`config.mk`:
```
export PLATFORM = sky130hd
export DESIGN_NAME = instr_fetch
export DESIGN_NICKNAME = d
export VERILOG_FILES = /design/src/rtl/instr_fetch.sv
export SDC_FILE = /design/constraint.sdc
export NUM_CORES = 1
export LEC_CHECK = 0
export CORE_MARGIN = 4
export CORE_UTILIZATION = 42
export CTS_CLUSTER_SIZE = 28
export DETAILED_ROUTE_END_ITERATION = 6
export PLACE_DENSITY = 0.68
export SYNTH_ARGS = -nofsm -noshare
export SYNTH_HDL_FRONTEND = slang
export SYNTH_SLANG_ARGS = --single-unit
```
`constraint.sdc`:
```
create_clock -name clk -period 8.1 [get_ports clk]
set_input_delay 1.62 -clock clk [delete_from_list [all_inputs] [get_ports clk]]
set_output_delay 1.62 -clock clk [all_outputs]
set_load 0.01 [all_outputs]
```
`src/rtl/instr_fetch.sv`:
```
// Octa16 fetch stage: keeps the PC, assembles 16-bit instructions from two byte reads
// (high byte first) and hands the held word plus its func field to the decoder.
module instr_fetch #(
  parameter int unsigned        ADDR_W   = 16,
  parameter logic [ADDR_W-1:0]  RESET_PC = '0
) (
  input  logic              clk,
  input  logic              rst_n,
  output logic              imem_req,
  output logic [ADDR_W-1:0] imem_addr,
  input  logic [7:0]        imem_rdata,
  input  logic              imem_ack,
  input  logic              branch_sel,
  input  logic [ADDR_W-1:0] branch_target,
  input  logic              stall,
  output logic [15:0]       instr,
  output logic [3:0]        func,
  output logic              instr_valid,
  output logic [ADDR_W-1:0] pc_out
);

  localparam logic [1:0] FETCH_HI = 2'd0;
  localparam logic [1:0] FETCH_LO = 2'd1;
  localparam logic [1:0] ISSUE    = 2'd2;
  localparam logic [1:0] FLUSH    = 2'd3;

  localparam logic [ADDR_W-1:0] EVEN_MASK = ~ADDR_W'(1);
  localparam logic [ADDR_W-1:0] PC_INIT   = RESET_PC & EVEN_MASK;

  logic [1:0]        state, state_nx;
  logic [ADDR_W-1:0] pc, pc_nx;
  logic [7:0]        hi, hi_nx;
  logic [15:0]       instr_nx;
  logic [3:0]        func_nx;
  logic              valid_nx;
  logic [ADDR_W-1:0] pc_out_nx;
  logic              req_nx;
  logic [ADDR_W-1:0] addr_nx;
  logic              ack_v;

  // State and registered outputs
  always_ff @(posedge clk or negedge rst_n) begin
    if (!rst_n) begin
      state       <= FETCH_HI;
      pc          <= PC_INIT;
      hi          <= '0;
      instr       <= '0;
      func        <= '0;
      instr_valid <= 1'b0;
      pc_out      <= '0;
      imem_req    <= 1'b0;
      imem_addr   <= '0;
    end else begin
      state       <= state_nx;
      pc          <= pc_nx;
      hi          <= hi_nx;
      instr       <= instr_nx;
      func        <= func_nx;
      instr_valid <= valid_nx;
      pc_out      <= pc_out_nx;
      imem_req    <= req_nx;
      imem_addr   <= addr_nx;
    end
  end

  // Next-state and next-output logic
  always_comb begin
    state_nx  = state;
    pc_nx     = pc;
    hi_nx     = hi;
    instr_nx  = instr;
    valid_nx  = instr_valid;
    pc_out_nx = pc_out;
    req_nx    = imem_req;
    addr_nx   = imem_addr;
    ack_v     = imem_ack & imem_req;

    case (state)
      FETCH_HI: begin
        if (ack_v) begin
          hi_nx    = imem_rdata;
          state_nx = FETCH_LO;
        end
      end
      FETCH_LO: begin
        if (ack_v) begin
          instr_nx  = {hi, imem_rdata};
          pc_out_nx = pc;
          valid_nx  = 1'b1;
          state_nx  = ISSUE;
        end
      end
      ISSUE: begin
        if (!stall) begin
          pc_nx    = pc + ADDR_W'(2);
          valid_nx = 1'b0;
          state_nx = FETCH_HI;
        end
      end
      FLUSH: begin
        if (ack_v) state_nx = FETCH_HI;
      end
      default: state_nx = FETCH_HI;
    endcase

    // Redirect wins; an unacked outstanding read must still drain through FLUSH
    if (branch_sel) begin
      pc_nx     = branch_target & EVEN_MASK;
      valid_nx  = 1'b0;
      hi_nx     = hi;
      instr_nx  = instr;
      pc_out_nx = pc_out;
      state_nx  = (imem_req && !imem_ack) ? FLUSH : FETCH_HI;
    end

    case (state_nx)
      FETCH_HI: begin
        req_nx  = 1'b1;
        addr_nx = pc_nx;
      end
      FETCH_LO: begin
        req_nx  = 1'b1;
        addr_nx = pc_nx + ADDR_W'(1);
      end
      FLUSH: begin
        req_nx  = 1'b1;
        addr_nx = imem_addr;
      end
      default: begin
        req_nx  = 1'b0;
        addr_nx = imem_addr;
      end
    endcase

    func_nx = instr_nx[15:12];
  end

endmodule

```
======== Word level (Yosys, flattened, before mapping) ========
Cells that the tools add are included.
cells by class
  shift operators ......................... 0
  magnitude comparators ................... 0
  multipliers ............................. 0
  bitwise logic cells ..................... 2
  divide/modulo/power cells ............... 0
  $add $sub $neg .......................... 2
  reductions and logical operators ........ 10
  muxes and demuxes ....................... 16
  eq/ne operators ......................... 7
operators with widths
  kind                                                                    count
  16-bit two-way mux                                                      3
  16-bit case mux with 2 select lines                                     1
  16-bit by 1-bit adder with 16-bit output (second input constant)        1
  16-bit by 2-bit adder with 16-bit output (second input constant)        1
  2-bit two-way mux                                                       6
  3-bit AND reduction                                                     3
  2-bit case mux with 4 select lines                                      1
  2-bit equality test (second input constant)                             3
  3-bit inequality test (second input constant)                           2
  2-bit by 1-bit equality test with 1-bit output (second input constant)  2
  2-bit logical NOT                                                       2
  1-bit two-way mux                                                       4
  3-bit nonzero test                                                      1
  3-bit OR reduction                                                      1
  1-bit case mux with 2 select lines                                      1
  2-bit nonzero test                                                      1
  1-bit bitwise AND                                                       1
  1-bit logical AND                                                       1
  1-bit logical NOT                                                       1
  1-bit inverter                                                          1
storage, ports and cells
  bits in latches ......................... 0
  memory bits (read-only) ................. 0
  memories kept ........................... 0
  register bits ........................... 76
  input port bits ......................... 29
  word-level logic and storage cells ...... 46
  bits in writable memories ............... 0
  output and inout bits ................... 54

======== Logic depth before layout (Yosys ltp) ========
Gate-level depths: netlist of run 1.
  word-level depth ........................ 7
  depth in mapped cells ................... 13
  mapped depth without buffers ............ 10

======== Worst setup path before layout of run 1 ========
Ideal clock, no wire load.
  kind .................................... in2reg
  start point ............................. in branch_sel
  end point ............................... reg imem_addr[14]
  arrival time ............................ 4.066 ns
  path buffers ............................ 4
  slack ................................... 3.902 ns
  required time ........................... 7.968 ns
  stages .................................. 13
  cells stage by stage .................... buf_2 > clkbuf_1 > clkbuf_1 > clkbuf_1 > nand2_1 > o21ai_0 > ha_1 > inv_1 > a2111oi_4 > nand4_2 > nor4_2 > xnor2_1 > o21ai_1
between the ends
  word-level cells in the longest chain between the ends .. 3
  elaborated cells on any way between the ends .. 7
  those cells by class .................... add/sub (1); eq/ne (1); mux (3); reduce/logical (2)
ends and longest elaborated chain
  item                                      line  source
  start, declared                           13    input logic branch_sel,
  16-bit two-way mux                        107   if (branch_sel) begin
  named net pc_nx[1]                        31    logic [ADDR_W-1:0] pc, pc_nx;
  16-bit by 1-bit adder with 16-bit output  123   addr_nx = pc_nx + ADDR_W'(1);
  16-bit case mux with 2 select lines       116   case (state_nx)
  end signal, assigned                      62    imem_addr <= addr_nx;
  end, declared                             10    output logic [ADDR_W-1:0] imem_addr,
The timed path passes the listed nets, and every way through them passes these cells.
A chain may end at the register's enable or synchronous reset.

======== Final worst setup path of run 1 ========
  start point ............................. in stall
  end point ............................... reg imem_addr[14]
between the ends
  word-level cells in the longest chain between the ends .. 5
  elaborated cells on any way between the ends .. 11
  those cells by class .................... add/sub (1); eq/ne (1); mux (7); reduce/logical (2)
ends and longest elaborated chain
  item                                      line  source
  start, declared                           15    input logic stall,
  16-bit two-way mux                        94    if (!stall) begin
  16-bit two-way mux                        78    case (state)
  16-bit two-way mux                        107
  named net pc_nx[1]                        31
  16-bit by 1-bit adder with 16-bit output  123
  16-bit case mux with 2 select lines       116
The timed path passes the listed nets, and every way through them passes these cells.

==> metrics.md, run 1 <==
| Metric | Value |
|---|---|
| Worst Hold Launch | `hi[0]` |
| First-pass GRT wire length | `roughly 14000 µm` |
| Final WL | `8610 µm` |
| Initial antenna violation count | `0` |
| Post-route ant nets | `0` |
| Period utilization | `57.1%` |
| Synth top area cells | `dfrtp_1 (50%), mux2_1 (7.7%), nand2_1 (6.2%)` |
| Worst-path clk slew | `0.08 ns` |
| Sequential share of the synthesized area | `49.8%` |
| I/O Pins | `slightly above 80` |
| CP endpoint kind | `flop` |
| Critical path startpoint | `stall` |
| Die height | `103 µm` |
| Max-slew violations | `0` |
| F_max | `216 MHz` |
| Pre-antenna DRT Iters | `4` |
| Worst Path Max Fanout | `15` |
| PortBufs | `81` |
| Final instance area | `between 4000 and 5000 µm²` |
| Cell Area, Placed | `4650 µm²` |
| Yosys warns | `0` |
| Post-CTS setup buffers | `0` |
| Vias in the first global route | `2985` |
| Hold Fails Final Rpt | `0` |
| Post-CTS Resized | `0` |
| Unrepaired setup endpoints after global routing | `false` |
| Area leader, netlist | `dfrtp_1` |
| Mapped Avg Cell Area | `10.6 µm²` |
| Via count | `2898` |
| DR DRC count | `0` |
| Clk sinks | `76` |
| Netlist cell types | `between 50 and 60` |
| Setup TNS | `0 ns` |
| Cts bufs inserted | `9` |
| WP data arrival | `4.84 ns` |
| Peak VDD IR | `0.0000979 V` |
| Die Span X | `103 µm` |
| N_diodes | `0` |
| Place WS | `3.16 ns` |
| Initial DRC Count | `about 70` |
| Async SR Flop Fraction | `100%` |
| Status | `completed` |
| Initial Util | `a little over two fifths` |
| Main flop type after synthesis | `dfrtp_1` |
| Startpoint Class | `input port` |
| Tmin final | `4.62 ns` |
| Clock root buffer | `clkbuf_8` |
| HPWL after detailed placement | `6070 µm` |
| GP Congestion | `~0.85` |
| Core ar. | `8760 µm²` |
| FF-to-FF Start | `state[0]` |
| Post-Syn Instances | `between 300 and 400` |
| Commonest non-fill, non-tap cell in the layout | `clkdlybuf4s50_1` |
| Yosys reg bits | `76` |
| Setup Viol. Count Final | `0` |
| GRT Util Overall | `17.3%` |
| Drt wl/cell | `between 15 and 20 µm` |
| CTS tree | `yes` |
| Hold buffers post-CTS | `0` |
| Most frequent cells in the layout | `clkdlybuf4s50_1 (80), dfrtp_1 (76), nand2_1 (63), mux2_1 (26)` |
| Area Overhead vs Synth | `27.6%` |
| Largest net degree at the start of global routing | `77` |
| Vias/cell | `5.36` |
| Post-synth EDFFs | `0` |
| Clk buf depth | `2` |
| Cell Pwr Density | `270 nW/µm²` |
| GRT overflow | `0` |
| Worst-Skew Late Latency | `about 0.35 ns` |
| Nets | `459` |
| Slew Limit Headroom | `25.6%` |
| Clock skew | `0.00612 ns` |
| CTS H-tree depth | `3` |
| Share of layout cells above drive strength 1 | `9.93%` |
| Die footprint | `~11000 µm²` |
| WP data required | `8.32 ns` |
| Min-Delay Path Class | `reg -> reg` |
| Cell Area, Synth | `around 3800 µm²` |
| Syn_nets | `391` |
| Row count | `34` |
| Leakage power | `2.00 nW` |
| WS Path Type | `in -> reg` |
| Power Total | `1.32 mW` |
| Post-route setup slack | `between 3 and 4 ns` |
| MaxCap Viol Count | `0` |
| Worst-Margin Slew | `1.10 ns` |
| Post-synth top area share | `between 40% and 50%` |
logic make-up (layout without fill, tap and decap cells):
group | after synthesis | count (layout) | synth area share, %
and+or+nand+nor | 140 | 140 | 20.6
DFF | 76 | 76 | 49.8
AOI/OAI and AO/OA | 56 | 56 | 10.6
muxes | 34 | 34 | 9.96
buffers and inverters | 32 | 105 | 3.77
xor gates and xnor gates | 20 | 20 | 4.59
adders and majority gates | 2 | 2 | 0.655
layer usage:
layer	wire, µm	GRT usage (%)
met1	3870	22.5
met2	4080	28.2
met3	517	4.63
met4	144	5.38
met5	0	0
registers in the layout, summed over array words and instances (netlist names):
register / flops
instr_valid: 1
imem_addr: 16
pc_out: 16
state: 2
hi: 8
pc: 16
imem_req: 1
instr: 16
power breakdown:
part	internal [mW]	switching (mW)	total (mW)
combinational	0.258	0.181	0.438
clock	0.172	0.143	0.316
sequential	0.492	0.0701	0.562
through the flow:
stage	utilization [%]	hold slack, ns	std cells
3_3_place_gp	53.1	0.449	525
5_1_grt	55.6	0.511	541
4_1_cts	55.6	0.476	541
2_1_floorplan	-	0.438	360
6_report	55.6	0.473	541
3_5_place_dp	53.1	0.455	525
cell usage after synthesis, types with 4 or more instances:
| master | number |
|---|---|
| nor2_1 | 13 |
| nand2_1 | 63 |
| o211ai_1 | 4 |
| mux2_2 | 6 |
| nand4_1 | 5 |
| buf_4 | 4 |
| xor2_1 | 5 |
| o21ai_1 | 15 |
| o21ai_0 | 13 |
| nor2b_1 | 8 |
| or4_1 | 4 |
| dfrtp_1 | 76 |
| and2_1 | 6 |
| buf_2 | 7 |
| clkbuf_1 | 15 |
| nand3_1 | 8 |
| mux2_1 | 26 |
| inv_1 | 4 |
| xnor2_1 | 15 |
cell type report:
cell class              count  area, µm²
clock inverters             7       91.3
inverters                   6       22.5
well taps                 108        135
flip-flops and latches     76       1900
fillers                   793       3890
multi-input cells         252       1770
repair buffers             83        823
clock buffers               9        124
critical path, stage by stage:
cell,delay (ns)
clkdlybuf4s50_1,0.50
or3b_1,0.63
xor2_1,0.24
o21ai_0,0.30
ha_1,0.23
inv_1,0.07
a2111oi_4,0.41
nand4_2,0.24
nor4_2,0.35
xnor2_1,0.16
o21ai_1,0.08
final timing paths:
check                      cells after the start  slack [ns]             to
setup / recovery                              11        3.48  imem_addr[14]
hold / removal                                 2        0.47          hi[0]
setup reg to reg                              10        4.70  imem_addr[14]
hold reg to reg                                2        0.47          hi[0]
max in group asynchronous                      1        6.07         pc[10]
min in group asynchronous                      1        1.43      pc_out[1]
Power figures use the tool's default switching activity.
==> run 2: changes to the inputs <==
--- a/config.mk
+++ b/config.mk
@@ -9,7 +9,7 @@
 export CORE_UTILIZATION = 42
 export CTS_CLUSTER_SIZE = 28
 export DETAILED_ROUTE_END_ITERATION = 6
-export PLACE_DENSITY = 0.68
+export PLACE_DENSITY = 0.71
 export SYNTH_ARGS = -nofsm -noshare
 export SYNTH_HDL_FRONTEND = slang
 export SYNTH_SLANG_ARGS = --single-unit
==> constraint.sdc (replaced) <==
create_clock -name clk -period 4.2 [get_ports clk]
set_input_delay 0.84 -clock clk [delete_from_list [all_inputs] [get_ports clk]]
set_output_delay 0.84 -clock clk [all_outputs]
set_load 0.01 [all_outputs]
==> run 2 against run 1 <==
Compared with the run above: total power increased by 94%; hold slack got worse by 0.00086 ns; clock power grew 93%; sequential share of layout area decreased by 0.25 points; global-route usage down 0.096 points; sequential power grew 94%; flip-flop and latch count stayed put; register-to-register slack lost 3.6 ns; critical path depth unchanged; critical endpoint unchanged; largest power group unchanged; highest routed layer unchanged.
==> metrics.md, run 2 (synthesis results as in run 1) <==
| Metric | Value |
|---|---|
| Tmin final | `3.50 ns` |
| Pre-antenna DRT Iters | `4 (unchanged)` |
| Peak VDD IR | `0.000225 V (was 0.0000979 V)` |
| PortBufs | `81 (unchanged)` |
| CTS tree | `yes (unchanged)` |
| Final instance area | `4900 µm² (was 4870 µm²)` |
| Nets | `463 (was 459)` |
| R2R Setup Slk | `1.14 ns (was 4.70 ns)` |
| HPWL after detailed placement | `6350 µm (was 6070 µm)` |
| Share of layout cells above drive strength 1 | `10.5% (was 9.93%)` |
| Die height | `103 µm (unchanged)` |
| Largest net degree at the start of global routing | `77 (unchanged)` |
| Hold buffers post-CTS | `0 (unchanged)` |
| Cell Area, Placed | `4680 µm² (was 4650 µm²)` |
| Min-Delay Path Class | `reg -> reg (unchanged)` |
| Post-CTS setup buffers | `0 (unchanged)` |
| CP endpoint kind | `flop (unchanged)` |
| CTS H-tree depth | `3 (unchanged)` |
| N_diodes | `0 (unchanged)` |
| Area Overhead vs Synth | `28.4% (was 27.6%)` |
| Setup TNS | `0 ns (unchanged)` |
| # placed instances | `529 (was 525)` |
| Clk buf depth | `2 (unchanged)` |
| Startpoint Class | `input port (unchanged)` |
| MaxCap Viol Count | `0 (unchanged)` |
| Setup Viol. Count Final | `0 (unchanged)` |
| Cts bufs inserted | `9 (unchanged)` |
| First-pass GRT wire length | `14400 µm (was 14300 µm)` |
| I/O Pins | `83 (unchanged)` |
| Clk sinks | `76 (unchanged)` |
| Leakage power | `2.01 nW (was 2.00 nW)` |
| Row count | `34 (unchanged)` |
| Clock skew | `0.0103 ns (was 0.00612 ns)` |
| Area of the multi-input gates | `1770 µm² (unchanged)` |
| Via count | `2896 (was 2898)` |
| Worst-path clk slew | `0.08 ns (about the same)` |
| # fillers | `772 (was 793)` |
| Period utilization | `between 80% and 90%` |
| Die footprint | `10700 µm² (unchanged)` |
| Die Span X | `103 µm (unchanged)` |
| Hold Fails Final Rpt | `0 (unchanged)` |
| Max-slew violations | `0 (unchanged)` |
| Worst-Margin Slew | `0.939 ns (was 1.10 ns)` |
| Worst-Skew Late Latency | `0.35 ns (about the same)` |
| Unrepaired setup endpoints after global routing | `false (unchanged)` |
| Worst Hold End | `hi[6] (was hi[0])` |
| F_max | `286 MHz` |
| DR DRC count | `0 (unchanged)` |
| Initial Util | `43.6% (unchanged)` |
| Cells on worst reg2reg path | `10 (unchanged)` |
| Worst Hold Launch | `hi[6] (was hi[0])` |
| Worst Path Max Fanout | `6 (was 15)` |
| GRT overflow | `0 (unchanged)` |
| Initial antenna violation count | `0 (unchanged)` |
| WP data required | `4.42 ns (was 8.32 ns)` |
| WS Path Type | `in -> reg (unchanged)` |
| Slew Limit Headroom | `37.4% (was 25.6%)` |
| FF-to-FF Start | `state[0] (unchanged)` |
| Commonest non-fill, non-tap cell in the layout | `clkdlybuf4s50_1 (unchanged)` |
| Final cell count without fillers | `545 (was 541)` |
| Post-route ant nets | `0 (unchanged)` |
| Post-CTS Resized | `0 (unchanged)` |
| Seq. cell area | `1900 µm² (unchanged)` |
| Vias/cell | `5.31 (was 5.36)` |
| Clock root buffer | `clkbuf_8 (unchanged)` |
| Vias in the first global route | `2983 (was 2985)` |
| Final WL | `8670 µm (was 8610 µm)` |
| RR Endpoint | `imem_addr[14] (unchanged)` |
| Core ar. | `8760 µm² (unchanged)` |
| WP data arrival | `3.72 ns (was 4.84 ns)` |
| Hold Path Stages | `2 (unchanged)` |
| Most frequent cells in the layout | `clkdlybuf4s50_1 (80), dfrtp_1 (76), nand2_1 (63), mux2_1 (26) (unchanged)` |
| Drt wl/cell | `15.9 µm (about the same)` |
| GP Congestion | `0.878 (was 0.852)` |
| Initial DRC Count | `105 (was 68)` |
| Cell Pwr Density | `520 nW/µm² (was 270 nW/µm²)` |
| Status | `completed (unchanged)` |
| GRT Util Overall | `17.2% (was 17.3%)` |
==> run 2: layer usage <==
layer / up-vias / track usage [%] / part of all wire [%]
li1: 1402 / - / -
met1: 1399 / 22.9 / 45
met3: 12 / 3.29 / 6.0
met4: 0 / 5.88 / 1.2
met2: 83 / 28.1 / 47
met5: - / 0 / 0
==> run 2: final cells by class <==
cell class	count	area share, %
Tap cell	108	2.76
Sequential cell	76	38.8
Inverter	6	0.460
Clock inverter	6	1.81
Clock buffer	10	2.60
Timing Repair Buffer	87	17.4
Multi-Input combinational cell	252	36.2
==> run 2: critical path, cell delays in order <==
cell and delay (ns):
clkdlybuf4s50_1 0.50, or3b_1 0.42, xor2_1 0.17, o21ai_0 0.28, ha_1 0.24, inv_1 0.07, a2111oi_4 0.41, nand4_2 0.25
nor4_2 0.32, xnor2_1 0.15, o21ai_1 0.07
==> run 2: through the flow <==
| step | worst slack [ns] | power [mW] | hold WS [ns] | utilization (%) |
|---|---|---|---|---|
| global placement | 0.381 | 1.94 | 0.451 | 53.5 |
| detailed placement | 0.328 | 1.97 | 0.460 | 53.5 |
| global route | 0.464 | 2.70 | 0.498 | 55.9 |
| floorplan | 0.782 | 1.48 | 0.438 | - |
| CTS | 0.696 | 2.59 | 0.477 | 55.9 |
| finish | 0.702 | 2.55 | 0.472 | 55.9 |
==> run 2: worst max path at each step <==
stage                     startpoint            end  slack, ns
after detailed placement       stall  imem_addr[14]       0.33
after global placement         stall  imem_addr[14]       0.38
after floorplan           branch_sel  imem_addr[14]       0.78
final                          stall  imem_addr[14]       0.70
after CTS                      stall  imem_addr[14]       0.70
after global routing           stall  imem_addr[12]       0.46
==> run 2: where the power goes <==
group | internal (mW) | switching [mW] | total, mW
registers | 0.948 | 0.138 | 1.09
logic | 0.500 | 0.353 | 0.853
clock network | 0.335 | 0.274 | 0.609
total | 1.78 | 0.764 | 2.55
==> run 3: changes to the inputs <==
--- a/config.mk
+++ b/config.mk
@@ -9,7 +9,7 @@
 export CORE_UTILIZATION = 42
 export CTS_CLUSTER_SIZE = 28
 export DETAILED_ROUTE_END_ITERATION = 6
-export PLACE_DENSITY = 0.71
+export PLACE_DENSITY = 0.68
 export SYNTH_ARGS = -nofsm -noshare
 export SYNTH_HDL_FRONTEND = slang
 export SYNTH_SLANG_ARGS = --single-unit
==> constraint.sdc (replaced) <==
create_clock -name clk -period 3.65 [get_ports clk]
set_input_delay 0.73 -clock clk [delete_from_list [all_inputs] [get_ports clk]]
set_output_delay 0.73 -clock clk [all_outputs]
set_load 0.01 [all_outputs]
==> run 3 against run 2 <==
Compared with the run above: combinational power up 15%; sequential share of layout area down 0.35 points; critical endpoint unchanged; final area increased by 0.92%; utilization grew 0.51 points; clock skew is essentially flat; final cell count rose by 1.5%; die area is the same; global-route usage up 0.34 points; hold slack worse by 0.0012 ns; non-clock buffer count rose by 8.
==> metrics.md, run 3 (synthesis results as in run 1) <==
| Metric | Value |
|---|---|
| Final WL | `8650 µm (was 8670 µm)` |
| Clk sinks | `76 (unchanged)` |
| Final instance area | `4950 µm² (was 4900 µm²)` |
| RR Endpoint | `imem_addr[14] (unchanged)` |
| Post-route ant nets | `0 (unchanged)` |
| Hold Path Stages | `2 (unchanged)` |
| Clock skew | `0.0100 ns (was 0.0103 ns)` |
| Unrepaired setup endpoints after global routing | `false (unchanged)` |
| Clk buf depth | `2 (unchanged)` |
| Status | `completed (unchanged)` |
| Peak VDD IR | `0.000272 V (was 0.000225 V)` |
| Die footprint | `10700 µm² (unchanged)` |
| CTS tree | `yes (unchanged)` |
| Period utilization | `between 80% and 90%` |
| MaxCap Viol Count | `0 (unchanged)` |
| Combinational fraction of design power | `34.1% (was 33.5%)` |
| Power Total | `2.89 mW (was 2.55 mW)` |
| Max-slew violations | `0 (unchanged)` |
| Row count | `34 (unchanged)` |
| N_diodes | `0 (unchanged)` |
| Worst Hold End | `hi[4] (was hi[6])` |
| Worst-Margin Slew | `0.947 ns (was 0.939 ns)` |
| Slew Limit Headroom | `36.8% (was 37.4%)` |
| Setup Viol. Count Final | `0 (unchanged)` |
| Initial DRC Count | `60 (was 105)` |
| Drt wl/cell | `15.6 µm (was 15.9 µm)` |
| Clock root buffer | `clkbuf_8 (unchanged)` |
| Post-CTS setup buffers | `0 (unchanged)` |
| WP data required | `3.87 ns (was 4.42 ns)` |
| Commonest non-fill, non-tap cell in the layout | `clkdlybuf4s50_1 (unchanged)` |
| Critical-path top delay cell | `clkdlybuf4s50_1 (unchanged)` |
| R2R Setup Slk | `0.71 ns (was 1.14 ns)` |
| WS Path Type | `in -> reg (unchanged)` |
| Min-Delay Path Class | `reg -> reg (unchanged)` |
| Setup TNS | `0 ns (unchanged)` |
| CP cell instances | `clkdlybuf4s50_1 > or3b_1 > xor2_1 > o21ai_0 > ha_1 > inv_1 > a2111oi_4 > nand4_2 > nor4_2 > xnor2_1 > o21ai_1 (unchanged)` |
| DR DRC count | `0 (unchanged)` |
| First-pass GRT wire length | `14500 µm (was 14400 µm)` |
| Tmin final | `3.16 ns` |
| GRT Util Overall | `17.5% (was 17.2%)` |
| Vias in the first global route | `2993 (was 2983)` |
| Hold buffers post-CTS | `0 (unchanged)` |
| Cts bufs inserted | `9 (unchanged)` |
| Cell Area, Placed | `4740 µm² (was 4680 µm²)` |
| Initial antenna violation count | `0 (unchanged)` |
| Clk pwr share | `22.8% (was 23.9%)` |
| Most frequent cells in the layout | `clkdlybuf4s50_1 (80), dfrtp_1 (76), nand2_1 (63), mux2_1 (26) (unchanged)` |
| Int Power | `2.01 mW (was 1.78 mW)` |
| Worst Path Max Fanout | `4 (was 6)` |
| Top delay family on crit path | `simple AND/OR/NAND/NOR gates (unchanged)` |
| Crit path buffers/inverters | `2 (unchanged)` |
| I/O Pins | `83 (unchanged)` |
| Worst Hold Launch | `hi[4] (was hi[6])` |
| Initial Util | `43.6% (unchanged)` |
| Worst-Skew Late Latency | `0.35 ns (about the same)` |
| F_max | `approximately 320 MHz` |
| HPWL after detailed placement | `6340 µm (was 6350 µm)` |
| Worst-path clk slew | `0.08 ns (about the same)` |
| Startpoint Class | `input port (unchanged)` |
| Cells on worst reg2reg path | `10 (unchanged)` |
| Hold Fails Final Rpt | `0 (unchanged)` |
| CP max stage delay | `0.43 ns (was 0.50 ns)` |
| Reg power frac | `43.1% (was 42.6%)` |
| Area Overhead vs Synth | `29.6% (was 28.4%)` |
| Die height | `103 µm (unchanged)` |
| Vias/cell | `5.21 (was 5.31)` |
| GRT overflow | `0 (unchanged)` |
| NetSw | `881 µW (was 764 µW)` |
| Leakage power | `2.05 nW (was 2.01 nW)` |
| GP Congestion | `0.863 (was 0.878)` |
| Via count | `2882 (was 2896)` |
| Util after Layout | `56.4% (was 55.9%)` |
| Share of layout cells above drive strength 1 | `12.1% (was 10.5%)` |
| Pre-antenna DRT Iters | `4 (unchanged)` |
| PortBufs | `81 (unchanged)` |
| Core ar. | `8760 µm² (unchanged)` |
| FF-to-FF Start | `state[0] (unchanged)` |
| WP data arrival | `3.37 ns (was 3.72 ns)` |
| Post-CTS Resized | `0 (unchanged)` |
| Switching Fraction | `30.5% (was 30.0%)` |
| Nets | `471 (was 463)` |
| Largest net degree at the start of global routing | `77 (unchanged)` |
| Die Span X | `103 µm (unchanged)` |
| Cell Pwr Density | `585 nW/µm² (was 520 nW/µm²)` |
| CTS H-tree depth | `3 (unchanged)` |
| CP endpoint kind | `flop (unchanged)` |
## run 3: area by class of cell
type                       count  area (µm²)
multi-input combinational    252        1770
tap                          108         135
clock inverter                 5        60.1
sequential                    76        1900
inverter                       6        22.5
fill                         793        3820
timing repair buffer          95         913
clock buffer                  11         141
## run 3: tightest hold or removal path: cells and delay by family, from the launching register on
kind             cells  cell delay [ns]
and+or+nand+nor      2             0.10
DFF                  1             0.34
## run 3: power groups by stage
stage | combinational, mW | sequential, mW | clock, mW
after global routing | 1.08 | 1.29 | 0.718
after floorplan | 0.373 | 1.33 | 0
final | 0.985 | 1.25 | 0.659
after detailed placement | 1.00 | 1.27 | 0
after CTS | 1.01 | 1.25 | 0.678
after global placement | 0.984 | 1.26 | 0
## run 3: worst max path at each step
stage / start / end / slack (ns) / depth (start not counted)
global route: stall / imem_addr[14] / 0.25 / 11
CTS: stall / imem_addr[14] / 0.47 / 11
finish: stall / imem_addr[14] / 0.49 / 11
global placement: stall / imem_addr[14] / 0.12 / 11
floorplan: branch_sel / imem_addr[14] / 0.34 / 13
detailed placement: stall / imem_addr[14] / 0.13 / 11
## run 3: through the flow
stage	hold slack [ns]	std cells	worst slack, ns
floorplan	0.434	360	0.342
global placement	0.450	537	0.118
detailed placement	0.455	537	0.126
CTS	0.476	553	0.471
global route	0.511	553	0.253
finish	0.471	553	0.495
## run 3: per-layer routing
layer	vias to the layer above	GRT usage, %	wire (µm)
met2	68	28.8	4120
met5	-	0	0
met1	1374	23.0	3930
met4	0	5.28	122
met3	11	4.29	478
li1	1429	-	-
